<file path="config.mk">
export PLATFORM = sky130hd
export DESIGN_NAME = demodulation_acc
export DESIGN_NICKNAME = d
export VERILOG_FILES = /design/src/rtl/demodulation_acc_pkg.sv /design/src/rtl/demodulation_acc_sat_accum.sv /design/src/rtl/demodulation_acc.sv
export SDC_FILE = /design/constraint.sdc
export NUM_CORES = 1
export LEC_CHECK = 0
export CAP_MARGIN = 20
export CORE_MARGIN = 2
export CORE_UTILIZATION = 45
export CTS_CLUSTER_DIAMETER = 80
export CTS_CLUSTER_SIZE = 20
export DETAILED_ROUTE_END_ITERATION = 10
export PLACE_DENSITY = 0.66
export SLEW_MARGIN = 20
export SYNTH_ARGS = -nofsm -noshare
export SYNTH_HDL_FRONTEND = slang
export SYNTH_HIERARCHICAL = 1
export SYNTH_SLANG_ARGS = --single-unit
</file>
<file path="constraint.sdc">
create_clock -name i_clk -period 4.4 [get_ports i_clk]
set_clock_uncertainty 0.1 [all_clocks]
set_input_delay 0.88 -clock i_clk [delete_from_list [all_inputs] [get_ports i_clk]]
set_output_delay 0.88 -clock i_clk [all_outputs]
set_load 0.02 [all_outputs]
</file>
<file path="src/rtl/demodulation_acc_pkg.sv">
// Shared definitions for the square-wave demodulation accumulator:
// FSM state encoding and the guard widths used by the saturating adders.
package demodulation_acc_pkg;

  typedef enum logic [1:0] {
    ST_IDLE  = 2'd0,
    ST_WAIT  = 2'd1,
    ST_ACCUM = 2'd2
  } state_t;

  // One guard bit above the result width is enough to detect overflow of a
  // two-operand signed add/subtract; both saturating paths rely on exactly one.
  localparam int SAT_GUARD  = 1;
  localparam int DIFF_GUARD = 1;

  // Width of the settling-window counter and its reload input.
  localparam int WAIT_W = 32;

endpackage

</file>
<file path="src/rtl/demodulation_acc_sat_accum.sv">
// Signed saturating accumulator: clear has priority over add, and the sum
// clamps at the signed max/min of ACC_W instead of wrapping.
module sat_accum
  import demodulation_acc_pkg::*;
#(
  parameter int IN_W  = 14,
  parameter int ACC_W = 32
) (
  input  logic                    i_clk,
  input  logic                    i_rst_n,
  input  logic                    i_clr,
  input  logic                    i_en,
  input  logic signed [IN_W-1:0]  i_din,
  output logic signed [ACC_W-1:0] o_acc
);

  localparam int SUM_W = ACC_W + SAT_GUARD;
  localparam logic signed [ACC_W-1:0] ACC_MAX = {1'b0, {(ACC_W-1){1'b1}}};
  localparam logic signed [ACC_W-1:0] ACC_MIN = {1'b1, {(ACC_W-1){1'b0}}};

  logic signed [ACC_W-1:0] acc_q, acc_d;
  logic signed [SUM_W-1:0] sum_w;

  assign sum_w = {{SAT_GUARD{acc_q[ACC_W-1]}}, acc_q}
               + {{(SUM_W-IN_W){i_din[IN_W-1]}}, i_din};

  // Next accumulator value: clear, saturating add, or hold.
  always_comb begin
    acc_d = acc_q;
    if (i_clr) begin
      acc_d = '0;
    end else if (i_en) begin
      if (sum_w[SUM_W-1] != sum_w[ACC_W-1]) begin
        acc_d = sum_w[SUM_W-1] ? ACC_MIN : ACC_MAX;
      end else begin
        acc_d = sum_w[ACC_W-1:0];
      end
    end
  end

  // Accumulator register.
  always_ff @(posedge i_clk or negedge i_rst_n) begin
    if (!i_rst_n) acc_q <= '0;
    else          acc_q <= acc_d;
  end

  assign o_acc = acc_q;

endmodule

</file>
<file path="src/rtl/demodulation_acc.sv">
// Square-wave demodulator: integrates the settled part of each modulation
// half, then reports sum_H - sum_L (optionally inverted, saturated) once per
// complete LOW-then-HIGH pair.
//
// Handshake: there is no backpressure. i_stepTrig is a single-cycle pulse
// with i_status already at the new level; o_valid is a single-cycle strobe
// and o_err is meaningful on that cycle and holds until the next strobe.
module demodulation_acc
  import demodulation_acc_pkg::*;
#(
  parameter int ADC_BIT = 14,
  parameter int ACC_BIT = 32
) (
  input  logic                      i_clk,
  input  logic                      i_rst_n,
  input  logic                      i_status,
  input  logic                      i_stepTrig,
  input  logic signed [ADC_BIT-1:0] i_adc_data,
  input  logic [WAIT_W-1:0]         i_wait_cnt,
  input  logic                      i_polarity,
  output logic signed [ACC_BIT-1:0] o_err,
  output logic                      o_valid,
  output logic                      o_short,
  output logic [1:0]                o_dbg_state
);

  localparam int DIFF_W = ACC_BIT + DIFF_GUARD;
  localparam logic signed [ACC_BIT-1:0] ERR_MAX = {1'b0, {(ACC_BIT-1){1'b1}}};
  localparam logic signed [ACC_BIT-1:0] ERR_MIN = {1'b1, {(ACC_BIT-1){1'b0}}};

  state_t                    state_q, state_d;
  logic [WAIT_W-1:0]         wait_q, wait_d;
  logic signed [ADC_BIT-1:0] adc_d1_q;
  logic                      pol_q;
  logic signed [ACC_BIT-1:0] sum_h_q, sum_h_d;
  logic signed [ACC_BIT-1:0] sum_l_q, sum_l_d;
  logic                      good_l_q, good_l_d;
  logic signed [ACC_BIT-1:0] err_q, err_d;
  logic                      valid_q, valid_d;
  logic                      short_q, short_d;

  logic                      acc_clr, acc_en;
  logic signed [ACC_BIT-1:0] acc_val;
  logic signed [DIFF_W-1:0]  diff_w, adj_w;
  logic signed [ACC_BIT-1:0] err_sat_w;

  // Input pipeline: one register on the sample and on the polarity control.
  always_ff @(posedge i_clk or negedge i_rst_n) begin
    if (!i_rst_n) begin
      adc_d1_q <= '0;
      pol_q    <= 1'b0;
    end else begin
      adc_d1_q <= i_adc_data;
      pol_q    <= i_polarity;
    end
  end

  sat_accum #(
    .IN_W  (ADC_BIT),
    .ACC_W (ACC_BIT)
  ) u_acc (
    .i_clk   (i_clk),
    .i_rst_n (i_rst_n),
    .i_clr   (acc_clr),
    .i_en    (acc_en),
    .i_din   (adc_d1_q),
    .o_acc   (acc_val)
  );

  // Differencer: the HIGH sum is taken straight from the accumulator on the
  // edge that ends the HIGH half, so the result registers on that same edge.
  always_comb begin
    diff_w = {{DIFF_GUARD{acc_val[ACC_BIT-1]}}, acc_val}
           - {{DIFF_GUARD{sum_l_q[ACC_BIT-1]}}, sum_l_q};
    adj_w  = pol_q ? -diff_w : diff_w;
    if (adj_w[DIFF_W-1] != adj_w[ACC_BIT-1]) begin
      err_sat_w = adj_w[DIFF_W-1] ? ERR_MIN : ERR_MAX;
    end else begin
      err_sat_w = adj_w[ACC_BIT-1:0];
    end
  end

  // FSM next state, half bookkeeping and pair evaluation.
  always_comb begin
    state_d  = state_q;
    wait_d   = wait_q;
    sum_h_d  = sum_h_q;
    sum_l_d  = sum_l_q;
    good_l_d = good_l_q;
    err_d    = err_q;
    valid_d  = 1'b0;
    short_d  = short_q;
    acc_clr  = 1'b0;
    acc_en   = 1'b0;

    case (state_q)
      ST_IDLE: begin
        if (i_stepTrig) begin
          good_l_d = 1'b0;
        end
      end
      ST_WAIT, ST_ACCUM: begin
        if (i_stepTrig) begin
          if (state_q == ST_ACCUM) begin
            if (!i_status) begin
              // A HIGH half just finished cleanly.
              sum_h_d  = acc_val;
              if (good_l_q) begin
                err_d   = err_sat_w;
                valid_d = 1'b1;
              end
              good_l_d = 1'b0;
            end else begin
              // A LOW half just finished cleanly.
              sum_l_d  = acc_val;
              good_l_d = 1'b1;
            end
          end else begin
            // Half ended while still settling: unusable, and any open pair dies.
            short_d  = 1'b1;
            good_l_d = 1'b0;
          end
        end else if (state_q == ST_WAIT) begin
          if (wait_q <= 1) state_d = ST_ACCUM;
          wait_d = (wait_q == '0) ? '0 : wait_q - 1'b1;
        end else begin
          acc_en = 1'b1;
        end
      end
      default: state_d = ST_IDLE;
    endcase

    // Every edge starts a new half: clear, reload the settling window, and
    // skip straight to accumulation when no settling is requested.
    if (i_stepTrig && (state_q inside {ST_IDLE, ST_WAIT, ST_ACCUM})) begin
      acc_clr = 1'b1;
      wait_d  = i_wait_cnt;
      state_d = (i_wait_cnt == '0) ? ST_ACCUM : ST_WAIT;
    end
  end

  // State and output registers.
  always_ff @(posedge i_clk or negedge i_rst_n) begin
    if (!i_rst_n) begin
      state_q  <= ST_IDLE;
      wait_q   <= '0;
      sum_h_q  <= '0;
      sum_l_q  <= '0;
      good_l_q <= 1'b0;
      err_q    <= '0;
      valid_q  <= 1'b0;
      short_q  <= 1'b0;
    end else begin
      state_q  <= state_d;
      wait_q   <= wait_d;
      sum_h_q  <= sum_h_d;
      sum_l_q  <= sum_l_d;
      good_l_q <= good_l_d;
      err_q    <= err_d;
      valid_q  <= valid_d;
      short_q  <= short_d;
    end
  end

  assign o_err       = err_q;
  assign o_valid     = valid_q;
  assign o_short     = short_q;
  assign o_dbg_state = state_q;

endmodule

</file>
==> summary.md, run 1 <==
| Metric | Value |
|---|---|
| Count leader, synth | dfrtp_1 |
| Post-Route Hold Slack | 0.380 ns |
| Final critical-path share of the clock period | 100% |
| Worst-Margin Slew | 0.990 ns |
| Global placer's final weighted congestion | approximately 0.87 |
| Routed wire length | 29800 um |
| Vias | 11046 |
| Maximum level of the CTS H-tree | 4 |
| Max cap viols | 0 |
| Setup violators final | 4 |
| Mean Syn Cell Area | approximately 8.4 um^2 |
| DR pass1 iterations | 8 |
| Worst setup margin | -0.00591 ns |
| Synth Flop Type | dfrtp_1 |
| CTS Hold Bufs | 0 |
| Die width | about 170 um |
| Core Box Area | 0.0261 mm^2 |
| Setup crit end | o_err[29] |
| Clock Pin Slew Worst Setup and Hold Paths | 0.07 ns |
| Total CTS buffers | 17 |
| CTS Sinks | 148 |
| Reg2reg path depth | 17 |
| Syn Inst Count | roughly 1400 |
| Multi-input logic area | 0.00780 mm^2 |
| Synth top area share | 30.8% |
| Failing checks | design-rule violations, negative setup slack |
| Crit path DAT | 4.64 ns |
| Final number of hold-violating endpoints | 0 |
| First-pass GRT wire length | 50300 um |
| Hold Crit Class | flop to flop |
| Reg-to-Reg End | o_err[29] |
| DP Wirelength | 22400 um |
| Syn_nets | 1553 |
| DR DRC count | 6 |
| Routed len/inst | 15.7 um |
| R2r setup slk | -0.006 ns |
| Seq/Total Area, Yosys | 30.8% |
| RSZ-0062 raised after global routing | true |
| Biggest area consumer among synthesized cells | dfrtp_1 |
| Fillers | between 2000 and 2500 |
| Synthesis-to-finish area growth | 20.5% |
| Max-slew violation count | 0 |
| Crit-path cells | ha_4 -> inv_2 -> fa_2 -> a211oi_2 -> buf_4 -> o211a_4 -> buf_6 -> o41a_1 -> a2bb2oi_2 -> a22oi_1 -> or4b_4 -> or4_4 -> o31ai_4 -> xor2_2 -> buf_12 -> maj3_1 -> o21ai_1 |
| # diodes | 0 |
| Initial antenna violation count | 0 |
| Drt initial violations | 774 |
| Register area | 0.00370 mm^2 |
| Outcome | complete, but fails checks |
| Placed Area | 0.0137 mm^2 |
| Slew HR | 33.8% |
| Drt via density | 5.83 |
| Synth Register Bits | 148 |
| Synth unique cells | 94 |
| Fmax | 227 MHz |
| Total gr overflow | 0 |
| Final nets | 1676 |
| Share of cells above drive strength 1 | 17.2% |
| CP Launch Type | flop |
| YS warnings | 6 |
| Endpoint type of the worst setup path | flop |
| Initial Utilization | 46.0% |
| Worst skew pair latency | 0.43 ns |
| Commonest cells in the netlist | dfrtp_1 (148), nand2_1 (141), o21ai_0 (112) |
| Num rows | 59 |
| Critical Path RT | 4.64 ns |
| R2R Path Start | sum_l_q[0] |
| Fin util | 55.4% |
| Setup CP Type | flop to flop |
| Non-Filler Cell Area, Final | 0.0145 mm^2 |
| DRT antenna net count | 0 |
| Area of the die | between 0.02 and 0.03 mm^2 |
| Post-synth EDFFs | 0 |
| Die Y | approximately 170 um |
| Ys async rst share | 100% |
| Critical path's largest stage delay | 0.57 ns |
| Cell area after synthesis | roughly 0.012 mm^2 |
| Vias in the first global route | 10531 |
| Gr usage total | 21.3% |
| # IOs | 87 |
| CTS root buf | clkbuf_16 |
| Port bufs | 86 |
| CTS tree | built |
| Synth area leaders | dfrtp_1 (31%), ha_1 (7.7%), o21ai_0 (4.7%) |
| Min cycle time layout | 4.41 ns |
| Highest-delay cell along the critical path | or4_4 |
| Crit-path max FO | 30 |
| Largest net degree at the start of global routing | 88 |
| Clock Tree Buf Depth | 2 |
| Critical path origin | sum_l_q[0] |
[flip-flops by register name, summed over array words and instances, names as in the netlist]
register,count
o_err,32
sum_l_q,32
u_acc/o_acc,32
wait_q,32
adc_d1_q,14
o_dbg_state,2
good_l_q,1
o_short,1
o_valid,1
pol_q,1
[per-layer routing]
| layer | up-vias | track usage [%] | share of wire, % |
|---|---|---|---|
| li1 | 5477 | - | - |
| met1 | 5236 | 28.4 | 46 |
| met2 | 299 | 36.8 | 49 |
| met3 | 34 | 2.79 | 4.2 |
| met4 | 0 | 4.91 | 1.4 |
| met5 | - | 0 | 0 |
[how the worst min path moves through the flow]
stage	to	cells after the start	slack [ns]	startpoint
final	o_err[25]	2	0.38	o_err[25]
after global routing	o_err[10]	2	0.41	o_err[10]
after CTS	o_err[18]	2	0.39	o_err[18]
after detailed placement	o_err[18]	2	0.38	o_err[18]
after global placement	o_err[12]	2	0.37	o_err[12]
after floorplan	wait_q[20]	2	0.36	wait_q[20]
[logic make-up (layout without fill, tap and decap cells)]
family | count (synthesis) | count (layout) | share of synthesized area, %
buffers and inverters | 151 | 285 | 5.90
DFF | 148 | 148 | 30.8
xor gates and xnor gates | 79 | 79 | 5.82
adders and majority gates | 103 | 103 | 10.3
AOI/OAI and AO/OA | 474 | 474 | 26.5
and+or+nand+nor | 436 | 436 | 17.4
muxes | 35 | 35 | 3.25
[timing repair]
action                                  in CTS  in global routing
setup buffers                                1                  2
endpoints found under the setup margin      31                 32
gates resized for setup                     11                 33
pin swaps                                    4                  9
[placed cells by master (no fill, tap or decap), types with 6 or more instances in the layout]
cell type	instances
nand3_1	22
o22ai_1	6
a21o_1	31
a21oi_1	94
o21ai_0	109
buf_4	95
clkbuf_16	17
dfrtp_1	148
a211o_1	7
a211oi_1	8
o21ai_1	27
a31oi_1	16
inv_1	63
clkdlybuf4s50_1	85
mux2_2	32
nand4_1	26
o211ai_1	11
nor4_1	19
o21ai_2	38
a32oi_1	8
maj3_2	7
xnor2_1	39
nand2_1	141
nor3_1	31
o31ai_1	15
xor2_1	36
and3_1	16
nor2_1	105
and2_1	14
or3_1	12
nand2b_1	7
nor2b_1	8
ha_1	73
o21a_1	8
maj3_1	20
a22oi_1	19
o21bai_1	8
[per-stage QoR]
stage                     worst slack, ns  cells  TNS (ns)
after global routing               -0.168   1895     -4.16
after CTS                         -0.0713   1893     -1.04
after floorplan                   0.00182   1426         0
final                            -0.00591   1895   -0.0146
after detailed placement           -0.147   1862     -3.46
after global placement            -0.0694   1862    -0.566
[worst max-delay path, delay by kind of cell (launching register included)]
family,cells,cell delay [ns]
flip-flops,1,0.42
AND/OR/NAND/NOR,2,1.05
buffers and inverters,4,0.50
AO/OA/AOI/OAI,7,1.42
XOR/XNOR,1,0.12
adder cells (fa/ha/maj),3,0.69
[final cells by class]
type                    instances  share of cell area [%]
well taps                     335                    2.89
repair buffers                189                    11.8
multi-input cells            1127                    53.9
flip-flops and latches        148                    25.6
clock inverters                12                    1.07
clock buffers                  18                    3.03
inverters                      66                    1.71
Power of run 1 is not shown: default switching activity piles up to over one toggle a cycle in this logic, so the estimate is an artifact.
==> run 2: changes to the inputs <==
==> constraint.sdc (replaced) <==
create_clock -name i_clk -period 4.4 [get_ports i_clk]
set_clock_uncertainty 0.1 [all_clocks]
set_input_delay 0.88 -clock i_clk [delete_from_list [all_inputs] [get_ports i_clk]]
set_output_delay 0.88 -clock i_clk [all_outputs]
set_load 0.1 [all_outputs]
==> results of run 2 <==
The final DEF is identical to that of run 1; final timing and power are the same.
Power of run 2 is left out for the same reason.
